[src/rtl/seq_norm_round_if.sv]
// Handshake and data bundle between the normalise/round stage and its producer.
interface seq_norm_round_if #(
    parameter int EXPW = 10
);
    logic            start;
    logic [47:0]     prod_in;
    logic [EXPW-1:0] exp_in;
    logic [23:0]     mant_out;
    logic [EXPW-1:0] exp_out;
    logic            zero;
    logic            done;
    logic            ready;

    modport master (
        output start, prod_in, exp_in,
        input  mant_out, exp_out, zero, done, ready
    );

    modport slave (
        input  start, prod_in, exp_in,
        output mant_out, exp_out, zero, done, ready
    );
endinterface

[src/rtl/seq_norm_round.sv]
// Sequential normalise-and-round stage: one-bit-per-cycle left shift, then round to 24 bits.
// Define NORM_RNE_ROUND_EN for round-to-nearest-even; the default build truncates.
module seq_norm_round #(
    parameter int EXPW = 10
) (
    input  logic              clk,
    input  logic              rst,
    seq_norm_round_if.slave   bus
);
    localparam logic [1:0] IDLE  = 2'd0;
    localparam logic [1:0] CHECK = 2'd1;
    localparam logic [1:0] SHIFT = 2'd2;
    localparam logic [1:0] ROUND = 2'd3;

    localparam logic [EXPW-1:0] EXP_ONE = EXPW'(1);

    logic [1:0]      state_q,   state_d;
    logic [47:0]     p_q,       p_d;
    logic [EXPW-1:0] e_q,       e_d;
    logic [23:0]     mantOut_q, mantOut_d;
    logic [EXPW-1:0] expOut_q,  expOut_d;
    logic            zero_q,    zero_d;
    logic            done_q,    done_d;

    logic [23:0]     roundMant;
    logic [EXPW-1:0] roundExp;

    // A carry out of an all-ones mantissa renormalises to 1.0 with the exponent bumped.
    always_comb begin
        roundMant = p_q[47:24];
        roundExp  = e_q;
`ifdef NORM_RNE_ROUND_EN
        if (p_q[23] & ((|p_q[22:0]) | p_q[24])) begin
            if (&p_q[47:24]) begin
                roundMant = 24'h800000;
                roundExp  = e_q + EXP_ONE;
            end else begin
                roundMant = p_q[47:24] + 24'd1;
            end
        end
`endif
    end

    always_comb begin
        state_d   = state_q;
        p_d       = p_q;
        e_d       = e_q;
        mantOut_d = mantOut_q;
        expOut_d  = expOut_q;
        zero_d    = zero_q;
        done_d    = 1'b0;
        case (state_q)
            IDLE: begin
                if (bus.start) begin
                    p_d     = bus.prod_in;
                    e_d     = bus.exp_in;
                    state_d = CHECK;
                end
            end
            CHECK: begin
                if (p_q == 48'd0) begin
                    mantOut_d = 24'd0;
                    expOut_d  = '0;
                    zero_d    = 1'b1;
                    done_d    = 1'b1;
                    state_d   = IDLE;
                end else begin
                    // Moving the binary point from bit 46 to bit 47 adds one to the exponent.
                    e_d     = e_q + EXP_ONE;
                    state_d = p_q[47] ? ROUND : SHIFT;
                end
            end
            SHIFT: begin
                p_d = {p_q[46:0], 1'b0};
                e_d = e_q - EXP_ONE;
                if (p_q[46]) begin
                    state_d = ROUND;
                end
            end
            ROUND: begin
                mantOut_d = roundMant;
                expOut_d  = roundExp;
                zero_d    = 1'b0;
                done_d    = 1'b1;
                state_d   = IDLE;
            end
            default: state_d = IDLE;
        endcase
    end

    always_ff @(posedge clk) begin
        if (rst) begin
            state_q   <= IDLE;
            p_q       <= 48'd0;
            e_q       <= '0;
            mantOut_q <= 24'd0;
            expOut_q  <= '0;
            zero_q    <= 1'b0;
            done_q    <= 1'b0;
        end else begin
            state_q   <= state_d;
            p_q       <= p_d;
            e_q       <= e_d;
            mantOut_q <= mantOut_d;
            expOut_q  <= expOut_d;
            zero_q    <= zero_d;
            done_q    <= done_d;
        end
    end

    assign bus.mant_out = mantOut_q;
    assign bus.exp_out  = expOut_q;
    assign bus.zero     = zero_q;
    assign bus.done     = done_q;
    assign bus.ready    = (state_q == IDLE);
endmodule

[src/flat_wrapper.sv]
// flat-port wrapper written by rule: the top's interface ports become plain ports
module seq_norm_round_flat 
#(
    parameter int EXPW = 10
)
  (clk, rst, bus_start, bus_prod_in, bus_exp_in, bus_mant_out, bus_exp_out, bus_zero, bus_done, bus_ready);
  seq_norm_round_if #(.EXPW(EXPW)) bus_i ();
  input  logic clk;
  input  logic rst;
  input wire logic [$bits(bus_i.start)-1:0] bus_start;
  input wire logic [$bits(bus_i.prod_in)-1:0] bus_prod_in;
  input wire logic [$bits(bus_i.exp_in)-1:0] bus_exp_in;
  output wire logic [$bits(bus_i.mant_out)-1:0] bus_mant_out;
  output wire logic [$bits(bus_i.exp_out)-1:0] bus_exp_out;
  output wire logic [$bits(bus_i.zero)-1:0] bus_zero;
  output wire logic [$bits(bus_i.done)-1:0] bus_done;
  output wire logic [$bits(bus_i.ready)-1:0] bus_ready;
  assign bus_i.start = bus_start;
  assign bus_i.prod_in = bus_prod_in;
  assign bus_i.exp_in = bus_exp_in;
  assign bus_mant_out = bus_i.mant_out;
  assign bus_exp_out = bus_i.exp_out;
  assign bus_zero = bus_i.zero;
  assign bus_done = bus_i.done;
  assign bus_ready = bus_i.ready;
  seq_norm_round #(.EXPW(EXPW)) u_core (.clk(clk), .rst(rst), .bus(bus_i));
endmodule
[config.mk]
export PLATFORM = sky130hd
export DESIGN_NAME = seq_norm_round_flat
export DESIGN_NICKNAME = d
export VERILOG_FILES = /design/src/rtl/seq_norm_round_if.sv /design/src/rtl/seq_norm_round.sv /design/src/flat_wrapper.sv
export SDC_FILE = /design/constraint.sdc
export NUM_CORES = 1
export LEC_CHECK = 0
export CORE_AREA = 4 4 130 132
export CTS_BUF_LIST = sky130_fd_sc_hd__clkbuf_4 sky130_fd_sc_hd__clkbuf_8 sky130_fd_sc_hd__clkbuf_16
export DETAILED_ROUTE_END_ITERATION = 10
export DIE_AREA = 0 0 134 136
export DONT_BUFFER_PORTS = 1
export HOLD_SLACK_MARGIN = 0.05
export PLACE_DENSITY = 0.56
export SYNTH_ARGS = -nofsm -noshare
export SYNTH_HDL_FRONTEND = slang
export SYNTH_SLANG_ARGS = --single-unit
[constraint.sdc]
create_clock -name clk -period 3.1 [get_ports clk]
set_input_delay 0.465 -clock clk [delete_from_list [all_inputs] [get_ports clk]]
set_output_delay 0.465 -clock clk [all_outputs]
set_load 0.02 [all_outputs]
==> results.sh <==
export IMPL_status="finished clean"
export IMPL_setup_viol=0
export IMPL_path_cells="inv_1, ha_4, xor2_1, ha_1, a21boi_0, o22ai_1, o2111a_1, a311o_1, mux2i_1, a311o_1"
export IMPL_cts_resized=0
export IMPL_syn_avg_cell_area_um2=9.08
export IMPL_nNetsFinal=554
export IMPL_ant_nets=0
export IMPL_fin_setup_tns_ps=0
export IMPL_fmax_mhz=364
export IMPL_crit_start="u_core.state_q[0]"
export IMPL_cts_htree_levels=3
export IMPL_pin_count=98
export IMPL_drive_above_1_share_pct=7.13
export IMPL_cts_tree="built"
export IMPL_grt_pass1_vias=3610
export IMPL_dp_hpwl_um=8730
export IMPL_synth_edf_count=0
export IMPL_drc_errors=0
export IMPL_clk_path_buf_depth=2
export IMPL_synth_area_mm2=0.00465
export IMPL_pre_cts_slack_ps=393
export IMPL_relSlewSlack_pct=43.8
export IMPL_overflow=0
export IMPL_clk_pin_slew_ps=70
export IMPL_min_from="rst"
export IMPL_ys_flop_type="dfxtp_1"
export IMPL_holdCritPathClass="in2reg"
export IMPL_clockRootBuffer="clkbuf_16"
export IMPL_nFillCells=1651
export IMPL_grt_max_degree=98
export IMPL_die_x_um=134
export IMPL_portBuffers=0
export IMPL_maxCapViolCount=0
export IMPL_viasPerCell=5.25
export IMPL_end_kind="register"
export IMPL_synth_seq_cells=96
export IMPL_cts_sinks=96
export IMPL_yosys_area_top_type_share_pct=41.3
export IMPL_grt_antenna_before_repair=0
export IMPL_slowest_stage="dfxtp_2"
export IMPL_grt_first_pass_wirelength_um=20000
export IMPL_vias=3712
export IMPL_final_common_cell="dfxtp_1"
export IMPL_hold_violations=0
export IMPL_cp_max_fo=18
export IMPL_rsz0062_at_grt="no"
export IMPL_die_area_mm2=0.0182
export IMPL_area_growth_synth_to_final_pct=8.93
export IMPL_fin_skew_ps=9.98
export IMPL_grt_usage_pct=13.9
export IMPL_wl_per_cell_um=17.8
export IMPL_clock_latency_ps=350
export IMPL_critPathKind="reg2reg"
export IMPL_syn_nets=580
export IMPL_power_leakage_nw=1.67
export IMPL_synth_area_top_cells="dfxtp_1 (41%), mux2i_1 (11%), a211oi_1 (7.9%), nor2_1 (7.5%), a22oi_1 (5.5%)"
export IMPL_worstReg2RegStart="u_core.state_q[0]"
export IMPL_gp_congestion=0.878
export IMPL_syn_inst=512
export IMPL_power_density_mw_per_mm2=593
export IMPL_worst_pin_slew_ps=842
export IMPL_ctsHoldBuffers=0
export IMPL_crit_path_start_kind="register"
export IMPL_start_util_pct=29.6
export IMPL_drt_initial_drc_count=207
export IMPL_postCtsSetupBuffers=0
export IMPL_regArea_mm2=0.00192
export IMPL_row_count=46
export IMPL_synth_distinct_cells=58
export IMPL_synthesis_yosys_warnings=0
export IMPL_synth_async_reset_ratio_pct=0
export IMPL_path_common_cell="a311o_1"
export IMPL_ys_seq_area_share_pct=41.3
export IMPL_drtPass1Iterations=4
export IMPL_crit_path_max_incr_delay_ps=360
export IMPL_multi_input_area_mm2=0.00246
export IMPL_critPathRequiredTime_ps=3330
export IMPL_min_period_ps=2740
export IMPL_n_antenna_cell=0
export IMPL_final_cell_mix="dfxtp_1 (95), nor2_1 (93), mux2i_1 (49), a211oi_1 (49), a22oi_1 (34)"
export IMPL_setup_ws_ps=356
export IMPL_period_share_pct=88.5
export IMPL_crit_arrival_ps=2970
export IMPL_yosysTopAreaCell="dfxtp_1"
export IMPL_final_core_util_pct=32.2
export IMPL_ir_drop_mv=0.281
export IMPL_core_mm2=0.0157
export IMPL_fp_dieH_um=136
export IMPL_cts_buffers=9
export IMPL_wl_um=12600
export IMPL_drv_slew=0
==> Yosys cell counts (2+ instances only) <==
cell,instances
inv_1,10
nand2_1,21
nor4b_1,2
mux2i_1,49
ha_1,7
nor4_1,13
dfxtp_1,96
a22oi_1,34
o211ai_1,2
nand3_1,7
and4_1,3
a31oi_1,3
a311o_1,3
a21boi_1,2
a211o_1,3
nor2b_1,4
buf_4,2
o21ai_0,4
o31ai_1,3
and3_1,2
nor3_1,4
o2bb2ai_1,4
nor2_1,93
a211oi_1,49
nand4b_1,2
o22ai_1,2
clkbuf_1,20
buf_1,3
o211a_1,2
buf_6,4
a21oi_1,16
xnor2_1,6
clkbuf_8,4
buf_2,9
==> routing by layer <==
| metal | up-vias | GRT usage (%) | wire length, um |
|---|---|---|---|
| met4 | 0 | 3.09 | 106 |
| met5 | - | 0 | 0 |
| li1 | 1829 | - | - |
| met1 | 1766 | 16.8 | 5410 |
| met3 | 10 | 6.48 | 1200 |
| met2 | 107 | 22.6 | 5840 |
==> power by group <==
| group | internal [mW] | leakage, nW | total, mW | switching (mW) |
|---|---|---|---|---|
| logic | 0.178 | 0.730 | 0.404 | 0.226 |
| registers | 1.32 | 0.787 | 1.44 | 0.117 |
| clock network | 0.664 | 0.150 | 1.16 | 0.496 |
==> area by class of cell <==
type                            count  area share [%]
Tap cell                          216            5.33
Multi-Input combinational cell    361            48.5
Timing Repair Buffer                7            1.28
Sequential cell                    96            38.0
Inverter                           11           0.815
Clock buffer                       11            4.87
Clock inverter                      5            1.26
==> registers in the layout, indices dropped and copies added, names as in the netlist, named ones only <==
signal / count
u_core.bus.exp_out: 10
u_core.bus.zero: 1
u_core.e_q: 10
u_core.p_q: 48
u_core.state_q: 1
u_core.bus.done: 1
u_core.bus.mant_out: 24
==> cells by family after synthesis <==
logic type	after synthesis	share of synthesized area, %
AND/OR/NAND/NOR	162	16.7
AO/OA/AOI/OAI	135	21.4
flip-flops	96	41.3
buffers and inverters	55	6.62
multiplexers	50	10.8
XOR/XNOR	7	1.32
adder cells (fa/ha/maj)	7	1.88
==> metrics by stage <==
| step | hold WS [ps] | instance area (um^2) | total power, mW | instances |
|---|---|---|---|---|
| 6_report | 197 | 5070 | 3.00 | 707 |
| 5_1_grt | 184 | 5070 | 3.16 | 707 |
| 4_1_cts | 179 | 5070 | 3.05 | 707 |
| 3_5_place_dp | 498 | 4760 | 1.88 | 691 |
| 3_3_place_gp | 484 | 4760 | 1.86 | 691 |
| 2_1_floorplan | 442 | 4650 | 1.80 | 512 |
==> worst paths after layout <==
| path | to | slack [ps] | cells past startpoint |
|---|---|---|---|
| worst min-delay path | u_core.p_q[7] | 200 | 1 |
| worst max-delay path | u_core.e_q[8] | 360 | 10 |
| worst min register to register | u_core.e_q[9] | 510 | 2 |
| worst max register to register | u_core.e_q[8] | 360 | 10 |
==> critical path: cells and delay by family, from the launching register on <==
family | cells | cell delay [ps]
AOI/OAI and AO/OA | 5 | 1310
xor gates and xnor gates | 1 | 180
adders and majority gates | 2 | 490
buffers and inverters | 1 | 170
DFF | 1 | 360
muxes | 1 | 130
Power figures use the tool's default switching activity.
